`src/rtl/itrx_aib_phy_jtag_pkg.sv`:
```
// Shared encodings for the AIB PHY JTAG master sequencer.
// Holds the opcodes, the FSM states, the TMS header patterns and the TAP reset count.
package itrx_aib_phy_jtag_pkg;

    typedef enum logic [1:0] {
        OP_TAP_RESET = 2'd0,
        OP_IR_SCAN   = 2'd1,
        OP_DR_SCAN   = 2'd2,
        OP_RSVD      = 2'd3   // behaves as TAP_RESET
    } jtag_op_e;

    typedef enum logic [2:0] {
        ST_RST_TAP = 3'd0,
        ST_IDLE    = 3'd1,
        ST_HDR     = 3'd2,
        ST_SHIFT   = 3'd3,
        ST_UPD     = 3'd4,
        ST_RTI     = 3'd5
    } seq_state_e;

    // Header TMS patterns, consumed LSB first, taking the TAP from Run-Test/Idle
    // into Shift-IR (1,1,0,0) or Shift-DR (1,0,0).
    localparam logic [3:0] HDR_IR_TMS = 4'b0011;
    localparam logic [2:0] HDR_IR_LEN = 3'd4;
    localparam logic [2:0] HDR_DR_TMS = 3'b001;
    localparam logic [2:0] HDR_DR_LEN = 3'd3;

    // Number of consecutive TMS=1 cycles that force Test-Logic-Reset.
    localparam logic [2:0] RST_TMS_CYC = 3'd5;

endpackage

```
`src/rtl/itrx_aib_phy_jtag_seq_shreg.sv`:
```
// TDI shift-out / TDO capture datapath for the JTAG sequencer.
// Capture runs one edge behind shift, since the TAP consumes a TDI bit (and
// presents the matching TDO bit) on the edge after it is driven.
module itrx_aib_phy_jtag_seq_shreg
    import itrx_aib_phy_jtag_pkg::*;
#(
    parameter int MAX_LEN = 32,
    parameter int LEN_W   = 6
) (
    input  logic               tck,
    input  logic               reset,
    input  logic               load,       // accept edge: latch data and clamped length
    input  logic [LEN_W-1:0]   load_len,   // already clamped to 1..MAX_LEN
    input  logic [MAX_LEN-1:0] load_data,
    input  logic               shift_en,   // drive next TDI bit this edge
    input  logic               tdo,
    output logic               tdi_bit,
    output logic               last_bit,   // the bit being driven is the final one
    output logic [MAX_LEN-1:0] cap_data
);

    localparam int IDX_W = (MAX_LEN > 1) ? $clog2(MAX_LEN) : 1;

    logic [MAX_LEN-1:0] sh_q, sh_d;
    logic [MAX_LEN-1:0] cap_q, cap_d;
    logic [IDX_W-1:0]   cnt_q, cnt_d;
    logic [IDX_W-1:0]   len_m1_q, len_m1_d;
    logic               cap_pend_q, cap_pend_d;

    // Shift-out, bit count and MSB-inserted capture; bits above L-1 stay zero.
    always_comb begin
        sh_d       = sh_q;
        cap_d      = cap_q;
        cnt_d      = cnt_q;
        len_m1_d   = len_m1_q;
        cap_pend_d = shift_en;
        if (load) begin
            sh_d     = load_data;
            cap_d    = '0;
            cnt_d    = '0;
            len_m1_d = IDX_W'(load_len - LEN_W'(1));
        end else begin
            if (shift_en) begin
                sh_d  = sh_q >> 1;
                cnt_d = cnt_q + IDX_W'(1);
            end
            if (cap_pend_q) begin
                cap_d           = cap_q >> 1;
                cap_d[len_m1_q] = tdo;
            end
        end
    end

    // Datapath registers.
    always_ff @(posedge tck) begin
        if (reset) begin
            sh_q       <= '0;
            cap_q      <= '0;
            cnt_q      <= '0;
            len_m1_q   <= '0;
            cap_pend_q <= 1'b0;
        end else begin
            sh_q       <= sh_d;
            cap_q      <= cap_d;
            cnt_q      <= cnt_d;
            len_m1_q   <= len_m1_d;
            cap_pend_q <= cap_pend_d;
        end
    end

    assign tdi_bit  = sh_q[0];
    assign last_bit = (cnt_q == len_m1_q);
    assign cap_data = cap_q;

endmodule

```
`src/rtl/itrx_aib_phy_jtag_seq.sv`:
```
// On-chip JTAG master sequencer for the AIB PHY TAP.
// Turns TAP_RESET / IR_SCAN / DR_SCAN commands into registered tms/tdi streams
// and returns the captured tdo bits. Optional macro ITRX_AIB_JTAG_SEQ_RTI_WAIT_EN
// adds an rti_wait input that extends the Run-Test/Idle dwell after each scan.
module itrx_aib_phy_jtag_seq
    import itrx_aib_phy_jtag_pkg::*;
#(
    parameter int MAX_LEN = 32,
    parameter int LEN_W   = 6
) (
    input  logic               tck,
    input  logic               reset,
    input  logic               cmd_valid,
    output logic               cmd_ready,
    input  logic [1:0]         cmd_op,
    input  logic [LEN_W-1:0]   cmd_len,
    input  logic [MAX_LEN-1:0] cmd_data,
`ifdef ITRX_AIB_JTAG_SEQ_RTI_WAIT_EN
    input  logic [7:0]         rti_wait,
`endif
    output logic               rsp_valid,
    output logic [MAX_LEN-1:0] rsp_data,
    output logic               tms,
    output logic               tdi,
    input  logic               tdo,
    output logic               busy
);

    seq_state_e         state_q, state_d;
    logic [2:0]         cnt_q, cnt_d;          // RST_TAP / HDR cycle counter
    logic               is_ir_q, is_ir_d;
    logic               rsp_pend_q, rsp_pend_d; // RST_TAP came from a command
    logic [8:0]         rti_cnt_q, rti_cnt_d;
    logic [7:0]         rti_wait_q;
    logic               tms_q, tms_d;
    logic               tdi_q, tdi_d;
    logic               rsp_valid_q, rsp_valid_d;
    logic [MAX_LEN-1:0] rsp_data_q, rsp_data_d;

    logic               sh_load, sh_shift;
    logic               sh_tdi, sh_last;
    logic [MAX_LEN-1:0] sh_cap;
    logic [LEN_W-1:0]   len_clamped;
    logic [3:0]         hdr_tms;
    logic [2:0]         hdr_len;

`ifdef ITRX_AIB_JTAG_SEQ_RTI_WAIT_EN
    logic [7:0] rti_wait_d;
`else
    assign rti_wait_q = 8'd0;
`endif

    // Zero-length scans shift one bit; oversize scans saturate at MAX_LEN.
    always_comb begin
        len_clamped = cmd_len;
        if (cmd_len == '0)
            len_clamped = LEN_W'(1);
        else if (cmd_len > LEN_W'(MAX_LEN))
            len_clamped = LEN_W'(MAX_LEN);
    end

    assign hdr_tms = is_ir_q ? HDR_IR_TMS : {1'b0, HDR_DR_TMS};
    assign hdr_len = is_ir_q ? HDR_IR_LEN : HDR_DR_LEN;

    itrx_aib_phy_jtag_seq_shreg #(
        .MAX_LEN (MAX_LEN),
        .LEN_W   (LEN_W)
    ) u_shreg (
        .tck       (tck),
        .reset     (reset),
        .load      (sh_load),
        .load_len  (len_clamped),
        .load_data (cmd_data),
        .shift_en  (sh_shift),
        .tdo       (tdo),
        .tdi_bit   (sh_tdi),
        .last_bit  (sh_last),
        .cap_data  (sh_cap)
    );

    // State register and registered TAP/response outputs. Reset preloads the
    // TMS-high count with 1 because the reset edge itself already drives tms=1.
    always_ff @(posedge tck) begin
        if (reset) begin
            state_q     <= ST_RST_TAP;
            cnt_q       <= 3'd1;
            is_ir_q     <= 1'b0;
            rsp_pend_q  <= 1'b0;
            rti_cnt_q   <= '0;
            tms_q       <= 1'b1;
            tdi_q       <= 1'b0;
            rsp_valid_q <= 1'b0;
            rsp_data_q  <= '0;
`ifdef ITRX_AIB_JTAG_SEQ_RTI_WAIT_EN
            rti_wait_q  <= '0;
`endif
        end else begin
            state_q     <= state_d;
            cnt_q       <= cnt_d;
            is_ir_q     <= is_ir_d;
            rsp_pend_q  <= rsp_pend_d;
            rti_cnt_q   <= rti_cnt_d;
            tms_q       <= tms_d;
            tdi_q       <= tdi_d;
            rsp_valid_q <= rsp_valid_d;
            rsp_data_q  <= rsp_data_d;
`ifdef ITRX_AIB_JTAG_SEQ_RTI_WAIT_EN
            rti_wait_q  <= rti_wait_d;
`endif
        end
    end

    // Next-state: accept in IDLE, walk header, shift, Update, then RTI dwell.
    always_comb begin
        state_d    = state_q;
        cnt_d      = cnt_q;
        is_ir_d    = is_ir_q;
        rsp_pend_d = rsp_pend_q;
        rti_cnt_d  = rti_cnt_q;
        sh_load    = 1'b0;
        sh_shift   = 1'b0;
`ifdef ITRX_AIB_JTAG_SEQ_RTI_WAIT_EN
        rti_wait_d = rti_wait_q;
`endif
        case (state_q)
            ST_RST_TAP: begin
                // cnt 0..4: tms high, cnt 5: tms low, cnt 6: done
                if (cnt_q > RST_TMS_CYC) begin
                    state_d    = ST_IDLE;
                    rsp_pend_d = 1'b0;
                end else begin
                    cnt_d = cnt_q + 3'd1;
                end
            end
            ST_IDLE: begin
                if (cmd_valid) begin
                    sh_load = 1'b1;
                    cnt_d   = 3'd0;
                    is_ir_d = (cmd_op == OP_IR_SCAN);
`ifdef ITRX_AIB_JTAG_SEQ_RTI_WAIT_EN
                    rti_wait_d = rti_wait;
`endif
                    if (cmd_op == OP_IR_SCAN || cmd_op == OP_DR_SCAN) begin
                        state_d = ST_HDR;
                    end else begin
                        state_d    = ST_RST_TAP;
                        rsp_pend_d = 1'b1;
                    end
                end
            end
            ST_HDR: begin
                cnt_d = cnt_q + 3'd1;
                if (cnt_q == hdr_len - 3'd1)
                    state_d = ST_SHIFT;
            end
            ST_SHIFT: begin
                sh_shift = 1'b1;
                if (sh_last)
                    state_d = ST_UPD;
            end
            ST_UPD: begin
                // one RTI-drive cycle plus the optional extra dwell
                state_d   = ST_RTI;
                rti_cnt_d = {1'b0, rti_wait_q} + 9'd1;
            end
            ST_RTI: begin
                if (rti_cnt_q == '0)
                    state_d = ST_IDLE;
                else
                    rti_cnt_d = rti_cnt_q - 9'd1;
            end
            default: state_d = ST_RST_TAP;
        endcase
    end

    // Outputs registered on the next edge: tms/tdi per state, response on completion.
    always_comb begin
        tms_d       = 1'b0;
        tdi_d       = 1'b0;
        rsp_valid_d = 1'b0;
        rsp_data_d  = rsp_data_q;
        case (state_q)
            ST_RST_TAP: begin
                tms_d = (cnt_q < RST_TMS_CYC);
                if (cnt_q > RST_TMS_CYC && rsp_pend_q) begin
                    rsp_valid_d = 1'b1;
                    rsp_data_d  = '0;
                end
            end
            ST_HDR: tms_d = hdr_tms[cnt_q[1:0]];
            ST_SHIFT: begin
                tdi_d = sh_tdi;
                tms_d = sh_last;   // last bit moves the TAP to Exit1
            end
            ST_UPD: tms_d = 1'b1;
            ST_RTI: begin
                if (rti_cnt_q == '0) begin
                    rsp_valid_d = 1'b1;
                    rsp_data_d  = sh_cap;
                end
            end
            default: tms_d = 1'b0;
        endcase
    end

    assign cmd_ready = (state_q == ST_IDLE);
    assign busy      = (state_q != ST_IDLE);
    assign tms       = tms_q;
    assign tdi       = tdi_q;
    assign rsp_valid = rsp_valid_q;
    assign rsp_data  = rsp_data_q;

endmodule

```
`config.mk`:
```
export PLATFORM = sky130hd
export DESIGN_NAME = itrx_aib_phy_jtag_seq
export DESIGN_NICKNAME = d
export VERILOG_FILES = /design/src/rtl/itrx_aib_phy_jtag_pkg.sv /design/src/rtl/itrx_aib_phy_jtag_seq_shreg.sv /design/src/rtl/itrx_aib_phy_jtag_seq.sv
export SDC_FILE = /design/constraint.sdc
export NUM_CORES = 1
export LEC_CHECK = 0
export CAP_MARGIN = 40
export CORE_AREA = 2 2 106 108
export DETAILED_ROUTE_END_ITERATION = 16
export DIE_AREA = 0 0 108 110
export DONT_BUFFER_PORTS = 1
export PLACE_DENSITY_LB_ADDON = 0.05
export REMOVE_ABC_BUFFERS = 1
export SLEW_MARGIN = 20
export SYNTH_ARGS = -nofsm -noshare
export SYNTH_HDL_FRONTEND = slang
export SYNTH_HIERARCHICAL = 1
export SYNTH_SLANG_ARGS = --single-unit
export TNS_END_PERCENT = 30
```
`constraint.sdc`:
```
create_clock -name tck -period 2.1 [get_ports tck]
set_input_delay 0.315 -clock tck [delete_from_list [all_inputs] [get_ports tck]]
set_output_delay 0.315 -clock tck [all_outputs]
set_load 0.05 [all_outputs]
```
==> metrics.cfg <==
[sta]
fmax_mhz=498
relSlewSlack=0.503
hold-worst-slack_ns=0.0201
fin_skew_ns=0.00731
timing.final.crit_share=0.956
setup_ws_ns=0.0930
min_period_ns=2.01
worstMarginPinSlew_ns=0.742
finalHoldViolCount=0
setup_viol=0
finalMaxSlewViolations=0
rsz0062_at_grt=false

[clock_tree]
tritoncts=done
cts_buffers=17
insertion_delay_ns=0.51
clk_pin_slew_worst_paths_ns=0.06
htree_levels=4
post-cts-setup-buffer-count=0
cts_root_buf=clkbuf_8
clk_path_buf_depth=2
cts.sink_count=127

[route]
m1WireLength_mm=6.25
vias=5023
met3_length_um=742
dr.pass1.iters=4
met2_wirelength_mm=7.28
drt_iter0_drc=284
antenna_left=0
drc=0
top_layer=met4
drt_wl_total_mm=14.5
wl_per_cell_um=17.3
via_per_inst=5.99

[finish]
nFillCells=871
multi_input_area_um2=3130
syn2layout_area_growth_pct=17.3
layout-drive-gt1-share=0.145
fin_nets=738
num_antenna_cells=0
final_core_util=0.660
register_area_um2=2540
layoutNonFillerInstCount=838

[pwr]
ir_drop_mv=0.657
powerDensity_nw_per_um2=943
power_uw=6660
leakagePower_uw=0.00251

[flow_run]
maxCapViolCount=0

[synthesis]
yosysWarnings=6
avgSynthCellArea_um2=9.00
synth_area_um2=6010
netlist_instances=668

[global_routing]
antenna_found_initial=0
grt_pass1_vias=4795
grt_max_degree=82
grt.total_usage=0.248
grt_pass1_wl_mm=23.3
grt-ovfl-total=0

[critical_path]
critical_path_class=flip-flop to output pin
startpoint=state_q[0]$_SDFFE_PP0P_
required_ns=1.78
rr_worst_depth=6
crit_fanout=19
crit_path_start_kind=flip-flop
critPathArrivalTime_ns=1.69
r2r_end=rti_cnt_q[1]$_SDFFE_PP0P_
r2r_start=rti_cnt_q[0]$_SDFFE_PP0P_
endpoint_kind=output pin
reg2reg_slack_ns=0.22
crit_end=cmd_ready

[placement]
post-dp-hpwl_mm=8.67
dpl.cell_count=773
port_buffers=0
post-place-ws_ns=0.161
gp_congestion=0.774

[floorplanning]
die_area_um2=11900
coreArea_um2=10700
initial_utilization=0.562
rows=38
die_x_um=108
die_h_um=110
ioPinCount=81

[hold_path]
hold_class=input port to flip-flop

[run_status]
status=complete, no violations

worst min-delay path by stage:
stage               startpoint                            end  slack, ns  cells past startpoint
floorplan                reset       rsp_data[0]$_SDFFE_PP0P_       0.38                      1
global placement         reset  u_shreg/sh_q[15]$_SDFFE_PP0P_       0.39                      1
detailed placement       reset  u_shreg/sh_q[17]$_SDFFE_PP0P_       0.40                      1
CTS                      reset          cnt_q[1]$_SDFFE_PP0P_     0.0008                      2
global route             reset          cnt_q[1]$_SDFFE_PP0P_       0.02                      2
finish                   reset          cnt_q[1]$_SDFFE_PP0P_       0.02                      2
per-layer routing:
layer | global-route usage | vias up
li1 | - | 2434
met1 | 0.306 | 2409
met2 | 0.426 | 159
met3 | 0.0582 | 21
met4 | 0.0870 | 0
met5 | 0 | -
area by class of cell:
cell class	instances	share of cell area
Multi-Input combinational cell	475	0.444
Sequential cell	127	0.361
Timing Repair Buffer	55	0.0828
Clock buffer	24	0.0667
Tap cell	140	0.0248
Clock inverter	6	0.0153
Inverter	11	0.00585
critical path, cell delays in order (launching register included):
cell,delay [ns]
dfxtp_2,0.51
or3b_1,0.43
inv_1,0.08
buf_6,0.15
what timing repair did:
action | 4_1_cts | 5_1_grt
endpoints found under the setup margin | 2 | 1
hold buffers | 35 | 0
hold endpoints to repair | 82 | 0
gates resized for setup | 1 | 2
placed cells by master, fill, tap and decap left out, drive strengths merged, types with 4 or more instances in the layout:
| cell | count |
|---|---|
| dfxtp | 127 |
| nor2 | 77 |
| a211oi | 50 |
| nand2 | 50 |
| a21oi | 40 |
| o21ai | 38 |
| nand3 | 35 |
| dlygate4sd3 | 34 |
| mux2i | 33 |
| mux2 | 31 |
| clkbuf | 24 |
| buf | 21 |
| nor3 | 12 |
| inv | 11 |
| nor2b | 11 |
| a221oi | 9 |
| xnor2 | 8 |
| xor2 | 7 |
| ha | 7 |
| nor3b | 7 |
| nor4 | 6 |
| and3b | 5 |
| o311ai | 5 |
| nand2b | 4 |
| and3 | 4 |
| and2 | 4 |
where the power goes:
| part | leakage (uW) | switching, uW | total, uW | internal (uW) |
|---|---|---|---|---|
| clock network | 0.000281 | 997 | 2880 | 1890 |
| registers | 0.00103 | 136 | 2670 | 2530 |
| logic | 0.00121 | 627 | 1110 | 479 |
registers in the layout, indices dropped and copies added, names as in the netlist:
signal              flops
rsp_data               32
u_shreg/cap_data       32
u_shreg/sh_q           32
rti_cnt_q               9
u_shreg/cnt_q           5
u_shreg/len_m1_q        5
cnt_q                   3
state_q                 3
is_ir_q                 1
rsp_pend_q              1
rsp_valid               1
tdi                     1
tms                     1
u_shreg/cap_pend_q      1
metrics by stage:
step                      setup TNS [ns]  instance area (um^2)
final                                  0                  7060
after global routing                   0                  7060
after CTS                              0                  7050
after detailed placement               0                  6100
after global placement                 0                  6100
after floorplan                   -40.49                  5720
Note: power is estimated with default switching activity, not from simulation.
